### src/rtl/mem_arb_pkg.sv
// Shared types and constants for the memory bus arbiter.
package mem_arb_pkg;

    // Transaction FSM states
    typedef enum logic [1:0] {
        ST_IDLE = 2'd0,
        ST_ADDR = 2'd1,
        ST_DATA = 2'd2,
        ST_RESP = 2'd3
    } arb_state_e;

    // Bus owner of the current transaction
    typedef enum logic {
        OWN_I = 1'b0,
        OWN_D = 1'b1
    } owner_e;

    // Access width codes as driven on Bus_Width
    localparam logic [1:0] W_BYTE = 2'd0;
    localparam logic [1:0] W_HALF = 2'd1;
    localparam logic [1:0] W_WORD = 2'd2;

    // Saturating increment of the D-grant streak counter
    function automatic logic [3:0] streak_inc(input logic [3:0] cur, input logic [3:0] max_v);
        logic [3:0] res;
        if (cur >= max_v) begin
            res = max_v;
        end else begin
            res = cur + 4'd1;
        end
        return res;
    endfunction

endpackage

### src/rtl/mem_arb_pick.sv
// Grant selection for the arbiter: data side has priority, fetch is
// protected from starvation by a bounded streak of consecutive D grants.
module mem_arb_pick
    import mem_arb_pkg::*;
#(
    parameter int unsigned MAX_D_STREAK = 4
) (
    input  logic clk,
    input  logic rst_n,
    input  logic If_Req,
    input  logic Mem_DcacheEN,
    input  logic If_Valid,
    input  logic D_Valid,
    input  logic idle_i,
    output logic grant_i,
    output logic grant_d
);

    localparam logic [3:0] STREAK_MAX = 4'(MAX_D_STREAK);

    logic [3:0] streak_q;
    logic [3:0] streak_d;
    logic       cand_i_s;
    logic       cand_d_s;

    // A side competing in the cycle it receives its response is never re-granted
    assign cand_i_s = If_Req & ~If_Valid;
    assign cand_d_s = Mem_DcacheEN & ~D_Valid;

    // Grant selection, only meaningful while the bus FSM is idle
    always_comb begin
        grant_i = 1'b0;
        grant_d = 1'b0;
        if (idle_i) begin
            if (cand_i_s && cand_d_s) begin
                if (streak_q == STREAK_MAX) begin
                    grant_i = 1'b1;
                end else begin
                    grant_d = 1'b1;
                end
            end else if (cand_d_s) begin
                grant_d = 1'b1;
            end else if (cand_i_s) begin
                grant_i = 1'b1;
            end else begin
                grant_i = 1'b0;
                grant_d = 1'b0;
            end
        end else begin
            grant_i = 1'b0;
            grant_d = 1'b0;
        end
    end

    // Next streak value: counts D grants that bypassed a waiting fetch
    always_comb begin
        streak_d = streak_q;
        if (!If_Req) begin
            streak_d = 4'd0;
        end else if (grant_i) begin
            streak_d = 4'd0;
        end else if (grant_d) begin
            streak_d = streak_inc(streak_q, STREAK_MAX);
        end else begin
            streak_d = streak_q;
        end
    end

    // Streak counter register
    always_ff @(posedge clk or negedge rst_n) begin
        if (!rst_n) begin
            streak_q <= 4'd0;
        end else begin
            streak_q <= streak_d;
        end
    end

endmodule

### src/rtl/mem_bus_arbiter.sv
// Shares one single-port memory bus between instruction fetch and the Mem
// stage. One outstanding transaction; fetches can be cancelled on redirect.
module mem_bus_arbiter
    import mem_arb_pkg::*;
#(
    parameter int unsigned ADDR_WIDTH   = 32,
    parameter int unsigned DATA_WIDTH   = 32,
    parameter int unsigned MAX_D_STREAK = 4
) (
    input  logic                  clk,
    input  logic                  rst_n,
    input  logic                  If_Req,
    input  logic [ADDR_WIDTH-1:0] If_Addr,
    input  logic                  If_Flush,
    output logic [DATA_WIDTH-1:0] If_Instr,
    output logic                  If_Valid,
    output logic                  Icache_StallReq,
    input  logic                  Mem_DcacheEN,
    input  logic                  Mem_DcacheRd,
    input  logic [1:0]            Mem_DcacheWidth,
    input  logic [ADDR_WIDTH-1:0] Mem_DcacheAddr,
    input  logic [DATA_WIDTH-1:0] EXMem_Rs2Data,
    output logic [DATA_WIDTH-1:0] D_RdData,
    output logic                  D_Valid,
    output logic                  Dcache_StallReq,
    output logic                  Bus_Req,
    output logic                  Bus_We,
    output logic [ADDR_WIDTH-1:0] Bus_Addr,
    output logic [1:0]            Bus_Width,
    output logic [DATA_WIDTH-1:0] Bus_WrData,
    input  logic                  Bus_Gnt,
    input  logic                  Bus_RValid,
    input  logic [DATA_WIDTH-1:0] Bus_RData
);

    arb_state_e            state_q, state_d;
    owner_e                owner_q, owner_d;
    logic                  drop_q, drop_d;
    logic                  bus_req_q, bus_req_d;
    logic                  bus_we_q, bus_we_d;
    logic [ADDR_WIDTH-1:0] bus_addr_q, bus_addr_d;
    logic [1:0]            bus_width_q, bus_width_d;
    logic [DATA_WIDTH-1:0] bus_wrdata_q, bus_wrdata_d;
    logic [DATA_WIDTH-1:0] if_instr_q, if_instr_d;
    logic [DATA_WIDTH-1:0] d_rdata_q, d_rdata_d;
    logic                  resp_i_q, resp_i_d;
    logic                  resp_d_q, resp_d_d;
    logic                  idle_s;
    logic                  grant_i_s;
    logic                  grant_d_s;
    logic                  flush_hit_s;

    assign idle_s      = (state_q == ST_IDLE);
    assign flush_hit_s = (owner_q == OWN_I) & If_Flush;

    mem_arb_pick #(
        .MAX_D_STREAK (MAX_D_STREAK)
    ) u_pick (
        .clk          (clk),
        .rst_n        (rst_n),
        .If_Req       (If_Req),
        .Mem_DcacheEN (Mem_DcacheEN),
        .If_Valid     (If_Valid),
        .D_Valid      (D_Valid),
        .idle_i       (idle_s),
        .grant_i      (grant_i_s),
        .grant_d      (grant_d_s)
    );

    // Next-state, capture and flush/drop logic of the transaction FSM
    always_comb begin
        state_d      = state_q;
        owner_d      = owner_q;
        drop_d       = drop_q;
        bus_req_d    = bus_req_q;
        bus_we_d     = bus_we_q;
        bus_addr_d   = bus_addr_q;
        bus_width_d  = bus_width_q;
        bus_wrdata_d = bus_wrdata_q;
        if_instr_d   = if_instr_q;
        d_rdata_d    = d_rdata_q;
        resp_i_d     = 1'b0;
        resp_d_d     = 1'b0;
        case (state_q)
            ST_IDLE: begin
                if (grant_d_s) begin
                    state_d      = ST_ADDR;
                    owner_d      = OWN_D;
                    bus_req_d    = 1'b1;
                    bus_we_d     = ~Mem_DcacheRd;
                    bus_addr_d   = Mem_DcacheAddr;
                    bus_width_d  = Mem_DcacheWidth;
                    bus_wrdata_d = EXMem_Rs2Data;
                end else if (grant_i_s) begin
                    state_d      = ST_ADDR;
                    owner_d      = OWN_I;
                    bus_req_d    = 1'b1;
                    bus_we_d     = 1'b0;
                    bus_addr_d   = If_Addr;
                    bus_width_d  = W_WORD;
                    bus_wrdata_d = {DATA_WIDTH{1'b0}};
                end else begin
                    state_d = ST_IDLE;
                end
            end
            ST_ADDR: begin
                if (flush_hit_s) begin
                    // Already accepted: let the bus finish but discard the result
                    bus_req_d = 1'b0;
                    if (Bus_Gnt) begin
                        state_d = ST_DATA;
                        drop_d  = 1'b1;
                    end else begin
                        state_d = ST_IDLE;
                    end
                end else if (Bus_Gnt) begin
                    state_d   = ST_DATA;
                    bus_req_d = 1'b0;
                end else begin
                    state_d = ST_ADDR;
                end
            end
            ST_DATA: begin
                if (Bus_RValid) begin
                    if (drop_q || flush_hit_s) begin
                        state_d = ST_IDLE;
                        drop_d  = 1'b0;
                    end else begin
                        state_d = ST_RESP;
                        if (owner_q == OWN_I) begin
                            if_instr_d = Bus_RData;
                            resp_i_d   = 1'b1;
                        end else begin
                            d_rdata_d = Bus_RData;
                            resp_d_d  = 1'b1;
                        end
                    end
                end else if (flush_hit_s) begin
                    drop_d = 1'b1;
                end else begin
                    state_d = ST_DATA;
                end
            end
            ST_RESP: begin
                state_d = ST_IDLE;
            end
            default: begin
                state_d   = ST_IDLE;
                drop_d    = 1'b0;
                bus_req_d = 1'b0;
            end
        endcase
    end

    // State, capture and response registers
    always_ff @(posedge clk or negedge rst_n) begin
        if (!rst_n) begin
            state_q      <= ST_IDLE;
            owner_q      <= OWN_I;
            drop_q       <= 1'b0;
            bus_req_q    <= 1'b0;
            bus_we_q     <= 1'b0;
            bus_addr_q   <= {ADDR_WIDTH{1'b0}};
            bus_width_q  <= W_BYTE;
            bus_wrdata_q <= {DATA_WIDTH{1'b0}};
            if_instr_q   <= {DATA_WIDTH{1'b0}};
            d_rdata_q    <= {DATA_WIDTH{1'b0}};
            resp_i_q     <= 1'b0;
            resp_d_q     <= 1'b0;
        end else begin
            state_q      <= state_d;
            owner_q      <= owner_d;
            drop_q       <= drop_d;
            bus_req_q    <= bus_req_d;
            bus_we_q     <= bus_we_d;
            bus_addr_q   <= bus_addr_d;
            bus_width_q  <= bus_width_d;
            bus_wrdata_q <= bus_wrdata_d;
            if_instr_q   <= if_instr_d;
            d_rdata_q    <= d_rdata_d;
            resp_i_q     <= resp_i_d;
            resp_d_q     <= resp_d_d;
        end
    end

    assign Bus_Req         = bus_req_q;
    assign Bus_We          = bus_we_q;
    assign Bus_Addr        = bus_addr_q;
    assign Bus_Width       = bus_width_q;
    assign Bus_WrData      = bus_wrdata_q;
    assign If_Instr        = if_instr_q;
    assign D_RdData        = d_rdata_q;
    // A redirect arriving in the response cycle suppresses the fetch pulse
    assign If_Valid        = resp_i_q & ~If_Flush;
    assign D_Valid         = resp_d_q;
    assign Icache_StallReq = If_Req & ~If_Valid & ~If_Flush;
    assign Dcache_StallReq = Mem_DcacheEN & ~D_Valid;

endmodule

### config.mk
export PLATFORM = sky130hd
export DESIGN_NAME = mem_bus_arbiter
export DESIGN_NICKNAME = d
export VERILOG_FILES = /design/src/rtl/mem_arb_pkg.sv /design/src/rtl/mem_arb_pick.sv /design/src/rtl/mem_bus_arbiter.sv
export SDC_FILE = /design/constraint.sdc
export NUM_CORES = 1
export LEC_CHECK = 0
export ABC_AREA = 1
export CORE_MARGIN = 10
export CORE_UTILIZATION = 46
export DETAILED_ROUTE_END_ITERATION = 7
export PLACE_DENSITY = 0.84
export SETUP_SLACK_MARGIN = 0.2
export SYNTH_ARGS = -nofsm -noshare
export SYNTH_HDL_FRONTEND = slang
export SYNTH_SLANG_ARGS = --single-unit
### constraint.sdc
create_clock -name clk -period 2.95 [get_ports clk]
set_input_delay 0.295 -clock clk [delete_from_list [all_inputs] [get_ports clk]]
set_output_delay 0.295 -clock clk [all_outputs]
set_load 0.05 [all_outputs]
* Yosys cells after proc, flatten, opt, wreduce, memory -nomap -nowiden
Index checks and enable logic that the tools add are counted.
** Operators by class
- $add $sub $neg :: 1
- Multiply operators :: 0
- Divide/modulo/power cells :: 0
- $lt $le $gt $ge :: 1
- Equality and inequality tests :: 12
- Shifts and indexed selects :: 0
- Mux-type cells :: 50
- Bitwise gates (word level) :: 11
- Reductions and logical operators :: 11
** Operators by type and width (number)
- $mux W32 :: 4
- $mux W1 :: 31
- $mux W2 :: 8
- $mux W4 :: 4
- $ne A3 B3 Y1 const B :: 4
- $pmux W2 S4 :: 1
- $reduce_and A4 Y1 :: 2
- $ne A3 B1 Y1 const B :: 2
- $not A1 Y1 :: 6
- $reduce_bool A2 Y1 :: 3
- $and A1 B1 Y1 :: 5
- $reduce_and A5 Y1 :: 1
- $add A4 B1 Y4 const B :: 1
- $eq A2 B2 Y1 const B :: 2
- $eq A4 B3 Y1 const B :: 1
- $ge A4 B3 Y1 const B :: 1
- $ne A2 B2 Y1 const B :: 2
- $pmux W1 S2 :: 2
- $reduce_and A3 Y1 :: 1
- $eq A2 B1 Y1 const B :: 1
- $logic_not A2 Y1 :: 1
- $reduce_and A2 Y1 :: 1
- $logic_and A1 B1 Y1 :: 1
- $logic_or A1 B1 Y1 :: 1
** Word-level totals
- Register bits :: 142
- Latch bits :: 0
- Memory bits (writable) :: 0
- ROM bits :: 0
- Input bits :: 138
- Output and inout bits :: 136
- Word-level logic and storage cells :: 99
- Memories :: 0

* Logic depth before layout (Yosys ltp)
- Depth in word-level cells :: 11
- Depth in mapped cells :: 10
- Mapped depth without buffers :: 9

* Modules after synthesis
A second synthesis with hierarchy kept.
** Second synthesis, totals
- Cell total of the unflattened synthesis :: 623
- Area total of the unflattened synthesis :: 5989.5 µm²
** Modules (own cells, without submodules)
- mem_bus_arbiter :: times used 1, cells an instance 578, area each 5680.4 µm²
- mem_arb_pick :: times used 1, cells an instance 45, area each 309.0 µm²

* Least setup slack after synthesis
Ideal clock, no wire load.
- Path type :: reg2reg
- Start point :: register resp_d_q, in the netlist D_Valid
- End point :: register bus_addr_q[22], in the netlist Bus_Addr[22]
- Library setup time :: 0.118 ns
- Data arrival time :: 1.961 ns
- Setup slack :: 0.871 ns
- Stages on the path, launching flop included :: 8
- Path buffers :: 1
- Cell sequence :: dfrtp_1 nor2_1 a21oi_1 nand2_1 nand2_4 buf_6 nand3_1 nand2_1
** Between the ends
- Word-level cells in the longest chain between the ends :: 7
- Elaborated cells between the ends (all ways) :: 12
** Ends and longest elaborated chain
- start, declared :: line mem_bus_arbiter.sv:47 : logic resp_d_q, resp_d_d;
- start signal, assigned :: line mem_bus_arbiter.sv:182 : resp_d_q <= resp_d_d;
- $not A1 Y1 *
- $and A1 B1 Y1 *
- via Dcache_StallReq :: line mem_bus_arbiter.sv:25 : output logic Dcache_StallReq,
- $mux W1 or $logic_and A1 B1 Y1 (tied branches) :: line mem_arb_pick.sv:41, mem_arb_pick.sv:35
- $mux W1 :: line mem_arb_pick.sv:35 : if (cand_i_s && cand_d_s) begin
- $mux W1 :: line mem_arb_pick.sv:34 : if (idle_i) begin
- $reduce_bool A2 Y1 (no source line)
- $reduce_and A2 Y1 (no source line)
- end signal, assigned :: line mem_bus_arbiter.sv:163 : bus_addr_q <= {ADDR_WIDTH{1'b0}};
- end signal, assigned :: line mem_bus_arbiter.sv:176 : bus_addr_q <= bus_addr_d;
- end, declared :: line mem_bus_arbiter.sv:41 : logic [ADDR_WIDTH-1:0] bus_addr_q, bus_addr_d;
Mark *: on every way through the listed nets, which the timed path passes. The rest lies on a longest branch.
A chain may end at the register's enable or synchronous reset.

* Worst setup path after layout
- Start point :: input If_Flush
- End point :: output Icache_StallReq
** Between the ends
- Word-level cells in the longest chain between the ends :: 5
** Ends and longest elaborated chain
- start, declared :: line mem_bus_arbiter.sv:14 : input logic If_Flush,
- $not A1 Y1 * :: line mem_bus_arbiter.sv:194, mem_bus_arbiter.sv:196
- $and A1 B1 Y1 :: line mem_bus_arbiter.sv:194 : assign If_Valid = resp_i_q & ~If_Flush;
- $not A1 Y1 :: line mem_bus_arbiter.sv:196 : assign Icache_StallReq = If_Req & ~If_Valid & ~If_Flush;
- $and A1 B1 Y1 :: line mem_bus_arbiter.sv:196
- $and A1 B1 Y1 * :: line mem_bus_arbiter.sv:196
- end, declared :: line mem_bus_arbiter.sv:17 : output logic Icache_StallReq,
Every way passes the cells marked *; elsewhere a longest branch is shown, timed or not.

==> impl_metrics.env <==
export IMPL_run_status="finished clean"
export IMPL_drv_cap=0
export IMPL_route_detailed_drc=0
export IMPL_cp_launch_type="input pin"
export IMPL_die_area_mm2=0.0188
export IMPL_nNetsFinal=1148
export IMPL_vias_in_the_first_global_route=5989
export IMPL_synth_largest_area_cell="sky130_fd_sc_hd__dfrtp_1"
export IMPL_unique_cell_type_count_in_the_yosys_netlist=29
export IMPL_netlist_area_before_placement_mm2=0.00632
export IMPL_crit_reg2reg_launch="u_pick.streak_q[0]$_DFFE_PN0P_"
export IMPL_timing_final_max_slew_violations=0
export IMPL_reg2reg_slack_ns=1.03
export IMPL_async_reset_ff_share_pct=100
export IMPL_worst_endpoint_arrival_ns=2.11
export IMPL_boundaryPins=274
export IMPL_layout_area_overhead_vs_synth_pct=52.5
export IMPL_timing_reg2reg_worst_path_depth=10
export IMPL_worst_setup_path_end_kind="output pin"
export IMPL_timing_setup_critical_path_class="input pin to output pin"
export IMPL_holdBufCountCts=1
export IMPL_routedWlPerCell_um=17.6
export IMPL_grtUsageMet3_pct=7.39
export IMPL_cts_tree="built"
export IMPL_number_of_synthesis_warnings=0
export IMPL_ir_drop_v=0.000669
export IMPL_grt_antenna_before_repair=0
export IMPL_slew_headroom_pct=55.0
export IMPL_hold_path_class="input pin to register"
export IMPL_worstPathMaxFanout=4
export IMPL_totalWireLength_mm=21.0
export IMPL_grt_most_used_layer="met2"
export IMPL_post_synth_cell_area_avg_um2=8.51
export IMPL_synthTopCellsByCount="340 x sky130_fd_sc_hd__nand2_1, 142 x sky130_fd_sc_hd__dfrtp_1, 50 x sky130_fd_sc_hd__o21ai_1"
export IMPL_dp_hpwl_mm=15.2
export IMPL_clkLatencyLatePin_ns=0.41
export IMPL_largest_cells_by_area_after_synthesis="sky130_fd_sc_hd__dfrtp_1 56%, sky130_fd_sc_hd__nand2_1 20%, sky130_fd_sc_hd__o21ai_1 4.0%, sky130_fd_sc_hd__nand3b_1 3.9%, sky130_fd_sc_hd__nand3_1 2.9%"
export IMPL_root_buffer="sky130_fd_sc_hd__clkbuf_16"
export IMPL_met2_usage_pct=37.5
export IMPL_cts_repair_resized=0
export IMPL_stdcell_area_mm2=0.00964
export IMPL_via_per_inst=4.91
export IMPL_io_buffers=273
export IMPL_synthDominantCellAreaShare_pct=56.2
export IMPL_dpl_cell_area_mm2=0.00912
export IMPL_grt_overflow=0
export IMPL_global_route_wire_length_before_repair_mm=32.4
export IMPL_global_route_usage_total_pct=22.2
export IMPL_timing_final_hold_violations=0
export IMPL_setup_repair_after_global_routing_missed_its_margin="false"
export IMPL_synth_ff_type="sky130_fd_sc_hd__dfrtp_1"
export IMPL_cp_endpoint="Icache_StallReq"
export IMPL_cts_setup_buffers=0
export IMPL_final_min_period_over_clock_period_pct=81.5
export IMPL_clk_path_buf_depth=2
export IMPL_max_freq_mhz=416
export IMPL_detailroute_via_count=5877
export IMPL_fin_hold_ws_ns=0.425
export IMPL_yosys_cell_count_top_type="sky130_fd_sc_hd__nand2_1"
export IMPL_worst_ep_required_time_ns=2.65
export IMPL_clock_sinks=142
export IMPL_synthesis_instances=742
export IMPL_synth_edf_count=0
export IMPL_p_leak_nw=4.76
export IMPL_row_count=42
export IMPL_synthesis_nets=882
export IMPL_worstMarginPinSlew_ns=0.675
export IMPL_cts_buffers_inserted=17
export IMPL_initial_utilization_pct=47.3
export IMPL_proportion_of_layout_cells_with_a_drive_suffix_above_1_pct=5.39
export IMPL_core_region_area_mm2=0.0133
export IMPL_yosysSeqAreaShare_pct=56.2
export IMPL_cellPowerDensity_mw_per_mm2=1150
export IMPL_clock_slew_at_reported_path_ffs_ns=0.06
export IMPL_ant_nets=0
export IMPL_finalCriticalPeriod_ns=2.40
export IMPL_die_width_um=137
export IMPL_cp_slowest_cell="sky130_fd_sc_hd__clkdlybuf4s50_1"
export IMPL_crit_startpoint="If_Flush"
export IMPL_regToRegEndpoint="Bus_Addr[26]$_DFFE_PN0P_"
export IMPL_drt_pass1_iterations=5
export IMPL_antenna_diode_count=0
export IMPL_slowest_delay_ns=0.82
export IMPL_die_h_um=137
export IMPL_crit_path_cell_trace="clkdlybuf4s50_1 -> inv_1 -> nand2_1 -> nand2_1 -> nor2_1 -> clkdlybuf4s50_1"
export IMPL_drt_iter0_drc=399
export IMPL_h_tree_depth=4
export IMPL_final_report_setup_violation_count=0
export IMPL_place_gp_congestion=0.853
export IMPL_grt_max_degree=65
export IMPL_synth_seq_cells=142
export IMPL_groute_layer_met1_usage_pct=25.5
export IMPL_timing_setup_tns_ns=0
export IMPL_worst_clock_skew_ns=0.00736
## flip-flops by register name, indices dropped and copies added, names as in the netlist
| signal | flops |
|---|---|
| Bus_We | 1 |
| resp_i_q | 1 |
| Bus_WrData | 32 |
| Bus_Req | 1 |
| owner_q | 1 |
| If_Instr | 32 |
| state_q | 2 |
| drop_q | 1 |
| u_pick.streak_q | 4 |
| D_RdData | 32 |
| D_Valid | 1 |
| Bus_Width | 2 |
| Bus_Addr | 32 |
## critical path: cells and delay by family
family,cells,cell delay [ns]
buffers and inverters,3,1.46
and+or+nand+nor,3,0.35
## logic make-up (layout without fill, tap and decap cells)
group | count (synthesis) | in the layout | share of synthesized area, %
fa+ha+maj | 2 | 2 | 0.396
flops | 142 | 142 | 56.2
simple gates | 434 | 434 | 29.7
buf+inv | 90 | 368 | 7.29
compound gates | 74 | 74 | 6.38
## metal layers
layer / up-vias / part of all wire, %
met2: 229 / 50
met1: 2756 / 38
met4: 0 / 2.8
li1: 2859 / -
met3: 33 / 8.4
met5: - / 0
## through the flow
step | setup WS, ns | total power (W) | utilization [%] | cells
6_report | 0.546 | 0.0111 | 72.2 | 1196
5_1_grt | 0.474 | 0.0117 | 72.2 | 1196
4_1_cts | 0.561 | 0.0112 | 72.2 | 1196
3_5_place_dp | 0.563 | 0.00931 | 68.4 | 1164
3_3_place_gp | 0.600 | 0.00918 | 68.4 | 1164
2_1_floorplan | 0.871 | 0.00707 | - | 742
## cells in the final DEF (no fill, tap or decap), types with 3 or more instances in the layout
| master | instances |
|---|---|
| sky130_fd_sc_hd__clkbuf_16 | 17 |
| sky130_fd_sc_hd__nand3_1 | 37 |
| sky130_fd_sc_hd__dfrtp_1 | 142 |
| sky130_fd_sc_hd__nor2_4 | 3 |
| sky130_fd_sc_hd__nand2_1 | 340 |
| sky130_fd_sc_hd__clkdlybuf4s50_1 | 272 |
| sky130_fd_sc_hd__clkinv_2 | 5 |
| sky130_fd_sc_hd__inv_1 | 46 |
| sky130_fd_sc_hd__o21ai_0 | 18 |
| sky130_fd_sc_hd__buf_4 | 13 |
| sky130_fd_sc_hd__o21ai_1 | 50 |
| sky130_fd_sc_hd__nor2_1 | 12 |
| sky130_fd_sc_hd__clkbuf_1 | 6 |
| sky130_fd_sc_hd__nand3b_1 | 33 |
## power by group
part           total, W  leakage (nW)  switching [W]  internal [W]
Clock           0.00186         0.248       0.000772       0.00108
Combinational   0.00614          2.69        0.00426       0.00188
Sequential      0.00312          1.82       0.000404       0.00271
## how the worst min path moves through the flow
stage,startpoint,to,slack [ns],cells after the start
floorplan,rst_n,Bus_Addr[0]$_DFFE_PN0P_,-0.0006,0
global placement,rst_n,Bus_Width[0]$_DFFE_PN0P_,0.32,1
detailed placement,rst_n,Bus_Width[0]$_DFFE_PN0P_,0.32,1
CTS,EXMem_Rs2Data[17],Bus_WrData[17]$_DFFE_PN0P_,0.41,3
global route,EXMem_Rs2Data[19],Bus_WrData[19]$_DFFE_PN0P_,0.43,3
finish,EXMem_Rs2Data[17],Bus_WrData[17]$_DFFE_PN0P_,0.42,3
## area by class of cell
cell class,count,area [um2]
multi-input cells,510,2310
clock inverters,7,41.3
flip-flops and latches,142,3550
repair buffers,288,2860
well taps,176,220
clock buffers,24,462
inverters,49,186
fillers,1038,3710
Power figures use the tool's default switching activity.
